<file path="config.mk">
export PLATFORM = sky130hd
export DESIGN_NAME = sort4_seq
export DESIGN_NICKNAME = d
export VERILOG_FILES = /design/src/rtl/sort4_seq.sv
export SDC_FILE = /design/constraint.sdc
export NUM_CORES = 1
export LEC_CHECK = 0
export ABC_CLOCK_PERIOD_IN_PS = 5100
export BUFFER_PORTS_ARGS = -buffer_cell sky130_fd_sc_hd__buf_2
export CORE_MARGIN = 2
export CORE_UTILIZATION = 56
export CTS_CLUSTER_SIZE = 10
export DETAILED_ROUTE_END_ITERATION = 6
export HOLD_SLACK_MARGIN = 0.03
export PLACE_DENSITY = 0.85
export SLEW_MARGIN = 20
export SYNTH_ARGS = -nofsm -noshare
export SYNTH_HDL_FRONTEND = slang
export SYNTH_SLANG_ARGS = --single-unit
</file>
<file path="constraint.sdc">
create_clock -name clk -period 5.1 [get_ports clk]
set_input_delay 1.275 -clock clk [delete_from_list [all_inputs] [get_ports clk]]
set_output_delay 1.275 -clock clk [all_outputs]
set_load 0.005 [all_outputs]
</file>
<file path="src/rtl/sort4_seq.sv">
// Sequenced 4-entry sorter: loads four samples over valid/ready, then sorts them in
// place with one shared compare-swap unit on a fixed 6-step bubble schedule.
`timescale 1ns/1ps
module sort4_seq #(
   parameter int W       = 8,
   parameter bit DESCEND = 1'b0
) (
   input  logic         clk,
   input  logic         reset,
   input  logic [W-1:0] a,
   input  logic         a_valid,
   output logic         a_ready,
   output logic [W-1:0] ra,
   output logic [W-1:0] rb,
   output logic [W-1:0] rc,
   output logic [W-1:0] rd,
   output logic         done,
   input  logic         out_ack,
   output logic         busy,
   output logic [2:0]   swap_cnt
);

   typedef enum logic [1:0] {LOAD, SORT, DONE} state_t;

   state_t       state_q;
   logic [1:0]   idx_q;
   logic [2:0]   step_q;
   logic [W-1:0] slot_q [4];
   logic [2:0]   swap_cnt_q;
   logic         done_q;
   logic         busy_q;
   logic         a_ready_q;

   logic [1:0]   lidx_d;
   logic [1:0]   ridx_d;
   logic [W-1:0] left_d;
   logic [W-1:0] right_d;
   logic         swap_d;

   // Strict unsigned compare, so equal values are never swapped.
   function automatic logic out_of_order(input logic [W-1:0] l, input logic [W-1:0] r);
      return DESCEND ? (l < r) : (l > r);
   endfunction

   always_comb begin
      lidx_d = 2'd0;
      ridx_d = 2'd1;
      case (step_q)
         3'd1, 3'd4: begin
            lidx_d = 2'd1;
            ridx_d = 2'd2;
         end
         3'd2: begin
            lidx_d = 2'd2;
            ridx_d = 2'd3;
         end
         default: begin
            lidx_d = 2'd0;
            ridx_d = 2'd1;
         end
      endcase
      left_d  = slot_q[lidx_d];
      right_d = slot_q[ridx_d];
      swap_d  = out_of_order(left_d, right_d);
   end

   always_ff @(posedge clk) begin
      if (!reset) begin
         state_q    <= LOAD;
         idx_q      <= 2'd0;
         step_q     <= 3'd0;
         swap_cnt_q <= 3'd0;
         done_q     <= 1'b0;
         busy_q     <= 1'b0;
         a_ready_q  <= 1'b1;
         for (int i = 0; i < 4; i++) slot_q[i] <= '0;
      end else begin
         case (state_q)
            LOAD: begin
               if (a_valid) begin
                  slot_q[idx_q] <= a;
                  idx_q         <= idx_q + 2'd1;
                  if (idx_q == 2'd3) begin
                     state_q   <= SORT;
                     step_q    <= 3'd0;
                     a_ready_q <= 1'b0;
                     busy_q    <= 1'b1;
                  end
               end
            end
            SORT: begin
               if (swap_d) begin
                  slot_q[lidx_d] <= right_d;
                  slot_q[ridx_d] <= left_d;
                  swap_cnt_q     <= swap_cnt_q + 3'd1;
               end
               step_q <= step_q + 3'd1;
               if (step_q == 3'd5) begin
                  state_q <= DONE;
                  busy_q  <= 1'b0;
                  done_q  <= 1'b1;
               end
            end
            DONE: begin
               // Slot contents are kept; the next batch simply overwrites them.
               if (out_ack) begin
                  state_q    <= LOAD;
                  done_q     <= 1'b0;
                  swap_cnt_q <= 3'd0;
                  idx_q      <= 2'd0;
                  a_ready_q  <= 1'b1;
               end
            end
            default: begin
               state_q   <= LOAD;
               a_ready_q <= 1'b1;
               busy_q    <= 1'b0;
               done_q    <= 1'b0;
            end
         endcase
      end
   end

   assign a_ready  = a_ready_q;
   assign busy     = busy_q;
   assign done     = done_q;
   assign swap_cnt = swap_cnt_q;
   assign ra       = slot_q[0];
   assign rb       = slot_q[1];
   assign rc       = slot_q[2];
   assign rd       = slot_q[3];

endmodule

</file>
# Word level (Yosys, flattened, before mapping)
# Memories as Yosys holds them, arrays and structs flattened.
# Index checks and enable logic that the tools add are counted.
[totals]
regBits = 13
word_cells = 86
memories = 1
out_inout_bits = 38
mem_bits_rw = 32
[mem_list]
columns = ["name", "words", "word_bits", "rd", "rd_ports_with_merged_regs", "write_ports", "line", "source"]
rows = [
  ["slot_q", 4, 8, 6, 0, 4, "28", "logic [W-1:0] slot_q [4];"],
]
[classes]
bitwise_logic = 3
muxes = 44
order_cmp = 1
n_reduce_logical = 15
eq_ne = 12
n_addsub = 3
[ops]
columns = ["cell", "count"]
rows = [
  ["2-to-1 mux 8 bit", 3],
  ["OR reduction 8 bit", 3],
  ["2-to-1 mux 1 bit", 20],
  ["2-to-1 mux 2 bit", 8],
  ["2-to-1 mux 3 bit", 4],
  ["one-hot mux 2 bit (2 select lines)", 3],
  ["one-hot mux 3 bit (2 select lines)", 2],
  ["AND reduction 3 bit", 4],
  ["AND reduction 4 bit", 3],
  ["inequality test 2 bit, second input constant", 5],
  ["one-hot mux 1 bit (3 select lines)", 3],
  ["greater-than comparator 8 bit", 1],
  ["adder 3 x 1 -> 3 bit, second input constant", 2],
  ["equality test 3 bit, second input constant", 2],
  ["one-hot mux 2 bit (3 select lines)", 1],
  ["nonzero test 2 bit", 3],
  ["equality test 2 bit, second input constant", 2],
  ["equality test 3 x 1 -> 1 bit, second input constant", 1],
  ["equality test 3 x 2 -> 1 bit, second input constant", 1],
  ["NOT 1 bit", 3],
  ["adder 2 x 1 -> 2 bit, second input constant", 1],
  ["equality test 2 x 1 -> 1 bit, second input constant", 1],
  ["logical NOT 2 bit", 1],
  ["OR reduction 2 bit", 1],
]

# Logic depth before layout (Yosys ltp)
# An unclocked memory read counts as a cell.
[depth]
ltp_word = 11
ltp_mapped = 16

# Least setup slack after synthesis
# OpenSTA, ideal clock, no wires.
[synth_path]
path_type = "register -> register"
from = "register step_q[1]"
to = "memory slot_q[3][0] (enable)"
t_arrival_ns = 3.323
synth_period_minus_slack_ns = 3.707
path_stages_with_launch = 15
n_path_buf = 3
setup_slack_ns = 1.393
cell_sequence = "dfxtp_1 > inv_1 > ha_1 > mux2_4 > buf_6 > buf_6 > mux4_2 > inv_1 > ha_1 > nand4_1 > nand2_2 > a211oi_4 > nor2_2 > buf_2 > o21ai_0"
[synth_lines]
columns = ["element", "line", "source"]
rows = [
  ["start, declared", "27", "logic [2:0] step_q;"],
  ["start signal, assigned", "97", "step_q <= step_q + 3'd1;"],
  ["end, declared", "28", ""],
]

==> results.md <==
- Outcome: finished clean
- Reg clk slew, reported paths: approximately 0.080 ns
- Num rows: 25
- Post-DR vias/cell: 6.26
- Leading area contributor after synthesis: edfxtp_1
- Sequential fraction of the synthesis area: between 40% and 50%
- Detailed-route via count: between 2000 and 2500
- Die area: ~0.0055 mm²
- CP required: ~5.1 ns
- Buffers on Ports: between 40 and 50
- Crit. End Element: flip-flop
- CTS Sinks: 45
- Max Fclk: 0.225 GHz
- Most common cell after layout, fill and taps aside: buf_2
- Final Hold Fails: 0
- # nets final: roughly 350
- Root buffer cell: clkbuf_8
- P_int: roughly 560 µW
- YS warnings: 0
- Slew margin rel.: ~25%
- Setup repair bufs after CTS: 0
- Overall power: around 760 µW
- Worst slew pin tran: approximately 1.1 ns
- Final Util: 66.6%
- Seq pwr share: 56.2%
- Clock latency on the worst-skew pair: 0.30 ns
- Fillcell total: 387
- Critical-path top delay cell: nand2b_1
- Post-Syn Area: 0.00278 mm²
- Clock power frac: between 20% and 30%
- Post-Syn Instances: between 200 and 300
- Combinational power share: roughly 16%
- Routed wire length per instance: between 15 and 20 µm
- Syn_area_per_cell: about 10 µm²
- Asr flop ratio synth: 0%
- Start point of the worst hold path: swap_cnt[1]
- DR iter-0 viols: roughly 250
- # resized after CTS: 0
- Critical path arrival: 4.39 ns
- Largest delay share family, worst path: simple AND/OR/NAND/NOR gates
- Critical Path Max Stage Delay: between 0.7 and 0.8 ns
- # IOs: 50
- Max_cap viols: 0
- Hold Path Sink: swap_cnt[1]
- Finish-stage setup viols: 0
- Cells on worst reg2reg path: 13
- Min Tclk post-route: 4.45 ns
- Total CTS buffers: 5
- Leak Pwr: ~0.0013 µW
- Post-DP HPWL: 5110 µm
- CTS hold repair buffers: 0
- Skew final: between 0.008 and 0.009 ns
- Hold path cells: 2
- Register bit total from synthesis: 45
- Antenna-violating nets left: 0
- Worst min path class: flip-flop to flip-flop
- Longest Clk Path Bufs: 2
- Final WL: just over 7000 µm
- Layout cells sized above 1: between 20% and 30%
- Pre-antenna DRT Iters: 5
- Power density cells: approximately 240 mW/mm²
- Final TNS setup: 0 ns
- Top_reg_cell synth: edfxtp_1
- Number of flops mapped to enable cells by yosys: 32
- TritonCTS clock tree: built
- Post-synth top area share: between 30% and 40%
- Die Ht: 74.5 µm
- Worst r2r dst: slot_q[1][3]
- Core ar.: approximately 0.0048 mm²
- Worst R2R Setup Slack: between 0.6 and 0.7 ns
- Switching share of power: 27.4%
- Critical path class: flip-flop to flip-flop
- Most frequent cells in the layout: buf_2 (49), nand2_1 (40), edfxtp_1 (32), a21oi_1 (17), a22o_1 (17)
- Placer Congestion: just over 0.9
- Initial Utilization: 58.5%
- Number of global-route vias before repair: between 2000 and 2500
- Switching power: around 210 µW
- P&R area growth vs syn: 13.8%
- Final Slew Violations: 0
- Largest cells by area after synthesis: edfxtp_1 (35%), dfxtp_1 (9.4%), mux4_2 (6.5%)
- Peak supply drop: about 0.12 mV
- Worst setup SP type: flip-flop
- Initial antenna violation count: 0
- Stages on the worst setup path: 13
- Die span in x: 74.5 µm
- # H-tree levels: 2
- Total gr overflow: 0
- First-pass GRT wire length: between 10000 and 15000 µm
- Residual DRC: 0
- Synth Net Count: 299
- Critical-path cell list: inv_1, ha_1, nand2b_1, buf_4, nand3_1, o21ai_0, ha_1, nor2b_1, o211ai_1, a211oi_4, o21a_1, a211oi_4, or3_1
- Largest net degree at the start of global routing: 31
- RSZ-0062 raised after global routing: no
- Antenna cells: 0
- Worst r2r src: step_q[0]
- Final period util: just under 90%
- Critical Path Fanout Max: 30
- Crit path buffers/inverters: 2
- Total Routing Usage GR: approximately 28%
- Distinct cells, synth: 53
==> synth_stat cells, types with 2 or more instances <==
cell	number
nand2_1	40
edfxtp_1	32
a21oi_1	17
a22o_1	17
nor2_1	16
ha_1	14
dfxtp_1	13
nand3_1	11
and2_1	10
o21ai_0	9
o21ai_1	9
mux4_2	8
inv_1	7
o31ai_1	7
buf_2	6
clkbuf_1	6
nand2b_1	4
buf_6	3
a211oi_4	2
a22oi_1	2
nand4_1	2
nor2b_1	2
nor3_1	2
o21a_1	2
o22ai_1	2
or2_1	2
xor2_1	2
==> stage by stage <==
step | setup slack, ns | hold slack [ns] | cell area, µm² | instances
after floorplan | 1.39 | 0.476 | 2780 | 273
after global placement | 0.911 | 0.485 | 3090 | 382
after detailed placement | 0.807 | 0.490 | 3090 | 382
after CTS | 0.761 | 0.502 | 3170 | 390
after global routing | 0.490 | 0.530 | 3170 | 390
final | 0.654 | 0.508 | 3170 | 390
==> power groups by stage <==
stage / Combinational, µW / Clock [µW] / Sequential (µW)
5_1_grt: 134 / 228 / 431
6_report: 120 / 215 / 430
2_1_floorplan: 73.0 / 0 / 434
4_1_cts: 120 / 214 / 429
3_5_place_dp: 119 / 0 / 436
3_3_place_gp: 116 / 0 / 436
==> registers in the layout, summed over array words and instances, names as in the netlist <==
register and cells:
done 1, a_ready 1, slot_q 32, swap_cnt 3
busy 1, step_q 3, idx_q 2, state_q 2
==> worst reg2reg max path, stage by stage (launching register included) <==
cell and delay (ns):
dfxtp_1 0.37, inv_1 0.11, ha_1 0.22, nand2b_1 0.79
buf_4 0.30, nand3_1 0.09, o21ai_0 0.12, ha_1 0.31
nor2b_1 0.14, o211ai_1 0.27, a211oi_4 0.13, o21a_1 0.24
a211oi_4 0.51, or3_1 0.50
==> layer usage <==
metal | part of all wire [%] | vias to the layer above | wire [µm] | GRT usage, %
li1 | - | 1115 | - | -
met4 | 0.97 | 0 | 70 | 6.94
met5 | 0 | - | 0 | 0
met3 | 11 | 8 | 815 | 8.40
met2 | 46 | 147 | 3290 | 40.8
met1 | 42 | 1171 | 3030 | 40.3
==> how the worst max path moves through the flow <==
stage                     startpoint      endpoint
final                      step_q[0]  slot_q[1][3]
after floorplan            step_q[1]  slot_q[3][0]
after global routing       step_q[0]  slot_q[1][4]
after detailed placement   step_q[0]  slot_q[1][7]
after CTS                  step_q[0]  slot_q[1][3]
after global placement     step_q[0]  slot_q[1][5]
==> kinds of logic (layout without fill, tap and decap cells) <==
group           after synthesis  in the layout  synth area share [%]
flops                        45             45                  43.9
buf+inv                      22             72                  4.05
simple gates                 99             99                  16.9
compound gates               80             80                  20.5
xor+xnor                      3              3                 0.944
mux                          10             10                  7.37
fa+ha+maj                    14             14                  6.30
==> final cells by class <==
type                    count  area [µm²]  share of cell area [%]
well taps                  67        83.8                    2.65
clock inverters             3        12.5                   0.395
repair buffers             57         305                    9.64
flip-flops and latches     45        1220                    38.6
multi-input cells         206        1450                    45.8
clock buffers               5        68.8                    2.17
inverters                   7        26.3                   0.830
(Power assumes the default switching activity.)
